`src/rtl/esc_arm_seq_if.sv`:
```
// -----------------------------------------------------------------------------
// esc_arm_seq_if
// Bundle between the flight-control loop and the ESC arming/sequencing block.
//
// Handshake: arm_req, disarm_req and cmd_vld are single-cycle strobes with no
// back-pressure. The controller samples them on every rising clock edge and
// acts on them in that same cycle. cmd_* only need to be valid while cmd_vld
// is high.
//
// Signals
//   arm_req, disarm_req   master -> slave  request pulses
//   cmd_vld, cmd_*        master -> slave  target speeds (11-bit)
//   *_spd                 slave  -> master registered speeds to the ESC block
//   motors_off            slave  -> master 1 forces the ESC block to zero
//   armed, fault          slave  -> master registered status flags
//   dbg_state             slave  -> master current FSM state (debug)
//
// Modports
//   master : flight-control side (drives the requests and commands)
//   slave  : controller side (esc_arm_seq)
// -----------------------------------------------------------------------------
interface esc_arm_seq_if;
   logic        arm_req;
   logic        disarm_req;
   logic        cmd_vld;
   logic [10:0] cmd_frnt;
   logic [10:0] cmd_bck;
   logic [10:0] cmd_lft;
   logic [10:0] cmd_rght;
   logic [10:0] frnt_spd;
   logic [10:0] bck_spd;
   logic [10:0] lft_spd;
   logic [10:0] rght_spd;
   logic        motors_off;
   logic        armed;
   logic        fault;
   logic [2:0]  dbg_state;

   modport master (
      output arm_req, disarm_req, cmd_vld,
      output cmd_frnt, cmd_bck, cmd_lft, cmd_rght,
      input  frnt_spd, bck_spd, lft_spd, rght_spd,
      input  motors_off, armed, fault, dbg_state
   );

   modport slave (
      input  arm_req, disarm_req, cmd_vld,
      input  cmd_frnt, cmd_bck, cmd_lft, cmd_rght,
      output frnt_spd, bck_spd, lft_spd, rght_spd,
      output motors_off, armed, fault, dbg_state
   );
endinterface

```
`src/rtl/esc_arm_seq.sv`:
```
// -----------------------------------------------------------------------------
// esc_arm_seq
// Arming and sequencing controller in front of the four-channel ESC PWM block.
// It holds a zero-throttle arm window, then slew-limits the four speed outputs
// toward the latched flight-controller targets. It forces the motors off on
// disarm, or when the command watchdog expires.
//
// Ports
//   clk    system clock
//   rst_n  asynchronous active-low reset
//   bus    esc_arm_seq_if.slave (requests, commands, speeds, status, dbg_state)
//
// Channel order inside the packed arrays: 0 front, 1 back, 2 left, 3 right.
//
// Build option
//   SOFT_STOP_EN : when defined, a disarm in RUN enters STOPPING. In STOPPING
//                  the speeds ramp down to zero at the normal slew rate, and
//                  the block then goes to IDLE. When the macro is not defined,
//                  a disarm in RUN goes straight to IDLE.
// -----------------------------------------------------------------------------
module esc_arm_seq #(
   parameter int ARM_CYC   = 25000000,
   parameter int SLEW_DIV  = 50000,
   parameter int SLEW_STEP = 8,
   parameter int WDOG_CYC  = 2500000,
   parameter int SPD_MAX   = 1500
) (
   input logic          clk,
   input logic          rst_n,
   esc_arm_seq_if.slave bus
);

   localparam int ARM_W = (ARM_CYC  > 1) ? $clog2(ARM_CYC)  : 1;
   localparam int DIV_W = (SLEW_DIV > 1) ? $clog2(SLEW_DIV) : 1;
   localparam int WD_W  = (WDOG_CYC > 1) ? $clog2(WDOG_CYC) : 1;

   localparam logic [ARM_W-1:0] ARM_LAST = ARM_W'(ARM_CYC - 1);
   localparam logic [DIV_W-1:0] DIV_LAST = DIV_W'(SLEW_DIV - 1);
   localparam logic [WD_W-1:0]  WD_LAST  = WD_W'(WDOG_CYC - 1);
   localparam logic [10:0]      STEP     = 11'(SLEW_STEP);
   localparam logic [10:0]      SPD_LIM  = 11'(SPD_MAX);

   typedef enum logic [2:0] {
      ST_IDLE     = 3'd0,
      ST_ARMING   = 3'd1,
      ST_RUN      = 3'd2,
`ifdef SOFT_STOP_EN
      ST_FAULT    = 3'd3,
      ST_STOPPING = 3'd4
`else
      ST_FAULT    = 3'd3
`endif
   } state_t;

   state_t            state_q, state_d;
   logic [ARM_W-1:0]  arm_cnt_q, arm_cnt_d;
   logic [DIV_W-1:0]  div_q, div_d;
   logic [WD_W-1:0]   wd_q, wd_d;
   logic [3:0][10:0]  tgt_q, tgt_d;
   logic [3:0][10:0]  spd_q, spd_d;
   logic              motors_off_q, motors_off_d;
   logic              armed_q, armed_d;
   logic              fault_q, fault_d;
   logic [3:0][10:0]  cmd;
   logic              tick;

   assign cmd = {bus.cmd_rght, bus.cmd_lft, bus.cmd_bck, bus.cmd_frnt};

   // The distance to the target is compared before any add or subtract. The
   // result therefore never passes the target, and so never wraps past 0 or
   // past SPD_MAX.
   function automatic logic [10:0] slew_step(input logic [10:0] cur,
                                             input logic [10:0] tgt);
      logic [10:0] r;
      if (tgt >= cur) begin
         r = ((tgt - cur) <= STEP) ? tgt : cur + STEP;
      end else begin
         r = ((cur - tgt) <= STEP) ? tgt : cur - STEP;
      end
      return r;
   endfunction

   function automatic logic [10:0] clamp(input logic [10:0] v);
      return (v > SPD_LIM) ? SPD_LIM : v;
   endfunction

   always_comb begin
      state_d   = state_q;
      arm_cnt_d = arm_cnt_q;
      div_d     = div_q;
      wd_d      = wd_q;
      tgt_d     = tgt_q;
      spd_d     = spd_q;
      tick      = (div_q == DIV_LAST);

      case (state_q)
         ST_IDLE: begin
            // A disarm pulse in the same cycle wins over the arm request.
            if (!bus.disarm_req && bus.arm_req) begin
               state_d   = ST_ARMING;
               arm_cnt_d = '0;
            end
         end

         ST_ARMING: begin
            // A repeated arm_req is deliberately not looked at here.
            if (bus.disarm_req) begin
               state_d = ST_IDLE;
            end else if (arm_cnt_q == ARM_LAST) begin
               state_d = ST_RUN;
               div_d   = '0;
               wd_d    = '0;
            end else begin
               arm_cnt_d = arm_cnt_q + ARM_W'(1);
            end
         end

         ST_RUN: begin
            div_d = tick ? '0 : div_q + DIV_W'(1);
            if (tick) begin
               for (int i = 0; i < 4; i++) spd_d[i] = slew_step(spd_q[i], tgt_q[i]);
            end
            if (bus.disarm_req) begin
`ifdef SOFT_STOP_EN
               state_d = ST_STOPPING;
               tgt_d   = '0;
`else
               state_d = ST_IDLE;
`endif
            end else if (!bus.cmd_vld && (wd_q == WD_LAST)) begin
               state_d = ST_FAULT;
            end else if (bus.cmd_vld) begin
               for (int i = 0; i < 4; i++) tgt_d[i] = clamp(cmd[i]);
               wd_d = '0;
            end else begin
               wd_d = wd_q + WD_W'(1);
            end
         end

`ifdef SOFT_STOP_EN
         ST_STOPPING: begin
            // Ramp down at the normal slew rate. The watchdog is not running here.
            tgt_d = '0;
            div_d = tick ? '0 : div_q + DIV_W'(1);
            if (tick) begin
               for (int i = 0; i < 4; i++) spd_d[i] = slew_step(spd_q[i], tgt_q[i]);
            end
            if (bus.disarm_req || (spd_q == '0)) begin
               state_d = ST_IDLE;
            end
         end
`endif

         ST_FAULT: begin
            if (bus.disarm_req) begin
               state_d = ST_IDLE;
            end
         end

         default: begin
            state_d = ST_IDLE;
         end
      endcase

      // IDLE and FAULT always present zero speed, and they wipe the targets.
      if ((state_d == ST_IDLE) || (state_d == ST_FAULT)) begin
         spd_d = '0;
         tgt_d = '0;
      end

      // The status flags are computed from the next state. They therefore
      // update on the same edge as the state register.
      motors_off_d = (state_d == ST_IDLE) || (state_d == ST_FAULT);
      armed_d      = (state_d == ST_RUN);
      fault_d      = (state_d == ST_FAULT);
   end

   always_ff @(posedge clk or negedge rst_n) begin
      if (!rst_n) begin
         state_q      <= ST_IDLE;
         arm_cnt_q    <= '0;
         div_q        <= '0;
         wd_q         <= '0;
         tgt_q        <= '0;
         spd_q        <= '0;
         motors_off_q <= 1'b1;
         armed_q      <= 1'b0;
         fault_q      <= 1'b0;
      end else begin
         state_q      <= state_d;
         arm_cnt_q    <= arm_cnt_d;
         div_q        <= div_d;
         wd_q         <= wd_d;
         tgt_q        <= tgt_d;
         spd_q        <= spd_d;
         motors_off_q <= motors_off_d;
         armed_q      <= armed_d;
         fault_q      <= fault_d;
      end
   end

   assign bus.frnt_spd   = spd_q[0];
   assign bus.bck_spd    = spd_q[1];
   assign bus.lft_spd    = spd_q[2];
   assign bus.rght_spd   = spd_q[3];
   assign bus.motors_off = motors_off_q;
   assign bus.armed      = armed_q;
   assign bus.fault      = fault_q;
   assign bus.dbg_state  = state_q;

endmodule

```
`src/flat_wrapper.sv`:
```
// flat-port wrapper written by rule: the top's interface ports become plain ports
module esc_arm_seq_flat 
#(
   parameter int ARM_CYC   = 25000000,
   parameter int SLEW_DIV  = 50000,
   parameter int SLEW_STEP = 8,
   parameter int WDOG_CYC  = 2500000,
   parameter int SPD_MAX   = 1500
)
  (clk, rst_n, bus_arm_req, bus_disarm_req, bus_cmd_vld, bus_cmd_frnt, bus_cmd_bck, bus_cmd_lft, bus_cmd_rght, bus_frnt_spd, bus_bck_spd, bus_lft_spd, bus_rght_spd, bus_motors_off, bus_armed, bus_fault, bus_dbg_state);
  esc_arm_seq_if bus_i ();
  input logic clk;
  input logic rst_n;
  input wire logic [$bits(bus_i.arm_req)-1:0] bus_arm_req;
  input wire logic [$bits(bus_i.disarm_req)-1:0] bus_disarm_req;
  input wire logic [$bits(bus_i.cmd_vld)-1:0] bus_cmd_vld;
  input wire logic [$bits(bus_i.cmd_frnt)-1:0] bus_cmd_frnt;
  input wire logic [$bits(bus_i.cmd_bck)-1:0] bus_cmd_bck;
  input wire logic [$bits(bus_i.cmd_lft)-1:0] bus_cmd_lft;
  input wire logic [$bits(bus_i.cmd_rght)-1:0] bus_cmd_rght;
  output wire logic [$bits(bus_i.frnt_spd)-1:0] bus_frnt_spd;
  output wire logic [$bits(bus_i.bck_spd)-1:0] bus_bck_spd;
  output wire logic [$bits(bus_i.lft_spd)-1:0] bus_lft_spd;
  output wire logic [$bits(bus_i.rght_spd)-1:0] bus_rght_spd;
  output wire logic [$bits(bus_i.motors_off)-1:0] bus_motors_off;
  output wire logic [$bits(bus_i.armed)-1:0] bus_armed;
  output wire logic [$bits(bus_i.fault)-1:0] bus_fault;
  output wire logic [$bits(bus_i.dbg_state)-1:0] bus_dbg_state;
  assign bus_i.arm_req = bus_arm_req;
  assign bus_i.disarm_req = bus_disarm_req;
  assign bus_i.cmd_vld = bus_cmd_vld;
  assign bus_i.cmd_frnt = bus_cmd_frnt;
  assign bus_i.cmd_bck = bus_cmd_bck;
  assign bus_i.cmd_lft = bus_cmd_lft;
  assign bus_i.cmd_rght = bus_cmd_rght;
  assign bus_frnt_spd = bus_i.frnt_spd;
  assign bus_bck_spd = bus_i.bck_spd;
  assign bus_lft_spd = bus_i.lft_spd;
  assign bus_rght_spd = bus_i.rght_spd;
  assign bus_motors_off = bus_i.motors_off;
  assign bus_armed = bus_i.armed;
  assign bus_fault = bus_i.fault;
  assign bus_dbg_state = bus_i.dbg_state;
  esc_arm_seq #(.ARM_CYC(ARM_CYC), .SLEW_DIV(SLEW_DIV), .SLEW_STEP(SLEW_STEP), .WDOG_CYC(WDOG_CYC), .SPD_MAX(SPD_MAX)) u_core (.clk(clk), .rst_n(rst_n), .bus(bus_i));
endmodule
```
`config.mk`:
```
export PLATFORM = sky130hd
export DESIGN_NAME = esc_arm_seq_flat
export DESIGN_NICKNAME = d
export VERILOG_FILES = /design/src/rtl/esc_arm_seq_if.sv /design/src/rtl/esc_arm_seq.sv /design/src/flat_wrapper.sv
export SDC_FILE = /design/constraint.sdc
export NUM_CORES = 1
export LEC_CHECK = 0
export BUFFER_PORTS_ARGS = -buffer_cell sky130_fd_sc_hd__buf_2
export CAP_MARGIN = 10
export CORE_MARGIN = 2
export CORE_UTILIZATION = 40
export DETAILED_ROUTE_END_ITERATION = 8
export PLACE_DENSITY = 0.65
export SYNTH_ARGS = -nofsm -noshare
export SYNTH_HDL_FRONTEND = slang
export SYNTH_SLANG_ARGS = --single-unit
```
`constraint.sdc`:
```
create_clock -name clk -period 8.14 [get_ports clk]
set_input_delay 1.628 -clock clk [delete_from_list [all_inputs] [get_ports clk]]
set_output_delay 1.628 -clock clk [all_outputs]
set_load 0.01 [all_outputs]
```
==> reports/results.tsv <==
stage	metric	value	unit
pwr	Static Leakage	6.30	nW
drt	DR vias/cell	5.90	
die	die width	184	um
cts	root buf cell	clkbuf_16	
critical_path	worst path bufs/invs	4	
timing	Fin Clk Skew	0.00906	ns
grt	first-pass GRT wire length	59900	um
placement	Placed Area	13700	um2
drt	Final ANT Viol Nets	0	
cts	Setup Fix Bufs, Post-CTS	0	
critical_path	Worst setup SP type	input port	
grt	initial antenna violation count	0	
logic_synthesis	Post-Syn Instances	1646	
cts	clk sinks	157	
cells_and_area	share of cells above drive strength 1	10.3	%
flow_run	maxcap violations	0	
outcome	status	complete, no violations	
critical_path	CP max stage delay	0.78	ns
timing	Final Hold Viols	0	
grt	All-Layer GR Usage	21.7	%
cts	CTS Buf Count	17	
placement	GPL Wtd Cong	0.905	
logic_synthesis	Synth warnings	0	
die	die area	33800	um2
drt	Initial DRT Pass Iterations	6	
logic_synthesis	syn avg cell area	7.87	um2
logic_synthesis	Post-synth EDFFs	0	
critical_path	worst-path maximum fanout	40	
cts	post-CTS sizing	0	
die	IO Count	99	
logic_synthesis	Synth area leaders	dfrtp_1 30%, ha_1 9.2%, o21ai_0 5.8%, a21oi_1 4.6%, nand2_1 4.5%	
timing	final setup TNS	0	ns
critical_path	Worst path most repeated cell	buf_4	
drt	total number of vias	12400	
timing	slew of the pin with the lowest slew margin	1.08	ns
cells_and_area	final layout net count	1838	
critical_path	Worst R2R End	u_core.bus.rght_spd[1]	
worst_hold_path	worst hold path endpoint	u_core.arm_cnt_q[0]	
logic_synthesis	syn_nets	1790	
critical_path	Slowest cell on crit path	nor2_1	
cts	TritonCTS clock tree	done	
timing	Relative slew margins	27.7	%
drt	routed wire length per instance	17.3	um
logic_synthesis	Seq cells post-synth	157	
critical_path	Crit Path Category	input port to flip-flop	
logic_synthesis	synthesized cell area	12900	um2
cells_and_area	fin area	14400	um2
logic_synthesis	ys async rst share	100	%
timing	RSZ-0062 raised after global routing	false	
logic_synthesis	area leader, netlist	dfrtp_1	
critical_path	flop-to-flop setup slack	3.85	ns
cts	H-tree Lvls	4	
drt	Initial DRC Count	1064	
timing	final number of setup-violating endpoints	0	
cells_and_area	most common cell after layout, fill and taps aside	dfrtp_1	
critical_path	reg-to-reg startpoint	u_core.bus.rght_spd[3]	
timing	achievable frequency	0.226	GHz
critical_path	Arr. time, crit path	4.80	ns
pwr	Peak VDD IR	0.152	mV
die	Chip Height	184	um
grt	Congestion Overflow GR	0	
pwr	Cell Pwr Density	124	nW/um2
worst_hold_path	worst min-delay path category	flip-flop to flip-flop	
die	core area	31700	um2
critical_path	CP delay by family, top	simple AND/OR/NAND/NOR gates	
worst_hold_path	Worst Hold Launch	u_core.arm_cnt_q[0]	
die	row count	65	
timing	Min Clock Period, post-route	4.43	ns
cells_and_area	area delta synth->final	11.0	%
logic_synthesis	Yosys cell types	82	
drt	final wirelength	36500	um
die	Initial Utilization	40.8	%
logic_synthesis	register area share after synthesis	30.4	%
logic_synthesis	Primary FF master, synth	dfrtp_1	
pwr	Tot Pwr	1.78	mW
cts	Max clock buf depth	2	
critical_path	CP cell instances	buf_2, nor4b_1, and3_1, a31oi_1, o21a_1, buf_4, inv_1, buf_4, nor2_1, nand2_1, a211oi_1, a221o_1	
cts	Hold Buf Count CTS	0	
critical_path	CP endpoint kind	flip-flop	
cells_and_area	final core utilization	45.3	%
grt	pin count of the biggest net entering global routing	82	
placement	DP HPWL	26900	um
cells_and_area	diode count	0	
timing	final worst path period share	54.4	%
cts	clock slew at reported path FFs	0.07	ns
logic_synthesis	top-area cell type share of the netlist area	30.2	%
cells_and_area	most frequent cells in the layout	156 x dfrtp_1, 155 x nand2_1, 149 x o21ai_0	
cts	Clock Latency Late Sink	0.43	ns
drt	# DRC	0	
critical_path	Worst Path Required	8.51	ns
worst_hold_path	Hold Path Stages	1	
grt	vias in the first global route	11700	
timing	count of pins over their slew limit	0	
critical_path	FF-to-FF path depth	11	
placement	IO buf count	98	
stage by stage:
stage	hold slack [ns]	instances	worst slack (ns)
2_1_floorplan	0.467	1646	4.46
3_3_place_gp	0.494	2077	3.47
3_5_place_dp	0.493	2077	3.39
4_1_cts	0.511	2108	3.79
5_1_grt	0.524	2108	3.36
6_report	0.510	2108	3.71
worst max path at each step:
stage / from / endpoint / slack, ns / cells after the start
after floorplan: u_core.bus.frnt_spd[3] / u_core.bus.frnt_spd[9] / 4.46 / 13
after global placement: bus_disarm_req / u_core.bus.lft_spd[5] / 3.47 / 13
after detailed placement: bus_disarm_req / u_core.bus.frnt_spd[5] / 3.39 / 13
after CTS: bus_disarm_req / u_core.bus.lft_spd[7] / 3.79 / 12
after global routing: bus_disarm_req / u_core.bus.lft_spd[7] / 3.36 / 12
final: bus_disarm_req / u_core.bus.lft_spd[7] / 3.71 / 12
registers in the layout (all words and copies together) (netlist names):
register and flops:
u_core.arm_cnt_q 25, u_core.bus.fault 1, u_core.bus.frnt_spd 11, u_core.bus.motors_off 1, u_core.bus.lft_spd 11, u_core.bus.rght_spd 11
u_core.bus.dbg_state 3, u_core.wd_q 22, u_core.bus.bck_spd 11, u_core.bus.armed 1, u_core.div_q 16, u_core.tgt_q 44
final cells by class:
type                    count  area, um2
fillers                  3171      17400
multi-input cells        1291       8260
flip-flops and latches    157       3930
repair buffers            108        572
well taps                 402        503
clock buffers              21        470
inverters                 119        447
clock inverters            10        185
routing by layer:
layer | GRT usage [%] | vias up | routed length [um]
li1 | - | 6050 | -
met3 | 3.41 | 75 | 1900
met2 | 35.8 | 370 | 17200
met5 | 0 | - | 0
met4 | 8.51 | 0 | 1180
met1 | 28.5 | 5937 | 16300
cells in the mapped netlist, types with 7 or more instances:
master     instances
o2111ai_1         11
o21a_1             8
nand2_1          156
dfrtp_1          156
a21oi_1          118
clkbuf_1          73
nor2_1           133
a21o_1            22
or3_1             18
or2_2             17
a211oi_1          23
nand3b_1           7
a31oi_1           19
nor2b_1           15
ha_1              95
a22oi_1           12
and3_1            33
nand3_1           74
nor3b_1           11
and2_1            12
inv_1            119
o211ai_1          13
mux2i_1           20
xnor2_1           52
nand4_1           17
o31ai_1           21
o221ai_1          12
or4_1              7
nand2b_1          14
nor4_1            15
xor2_1            27
nor3_1            47
o21ai_0          149
cell families (layout without fill, tap and decap cells):
kind of cell / count (synthesis) / count (layout) / share of synthesized area, %
XOR/XNOR: 79 / 79 / 5.34
adder cells (fa/ha/maj): 95 / 95 / 9.18
AND/OR/NAND/NOR: 602 / 602 / 23.2
flip-flops: 157 / 157 / 30.4
other: 1 / 1 / 0.0290
multiplexers: 25 / 25 / 1.98
buffers and inverters: 198 / 258 / 5.89
AO/OA/AOI/OAI: 489 / 489 / 24.1
report_power, final:
part / internal, mW / switching, mW / total (mW)
combinational: 0.0214 / 0.0515 / 0.0729
clock: 0.568 / 0.335 / 0.903
sequential: 0.789 / 0.0103 / 0.800
total: 1.38 / 0.397 / 1.78
worst reg2reg max path, delay by kind of cell, from the launching register on:
family | cells | cell delay (ns)
buf+inv | 1 | 0.18
simple gates | 4 | 1.84
fa+ha+maj | 1 | 0.43
mux | 1 | 0.24
compound gates | 4 | 0.98
flops | 1 | 0.54
(Power assumes the default switching activity.)
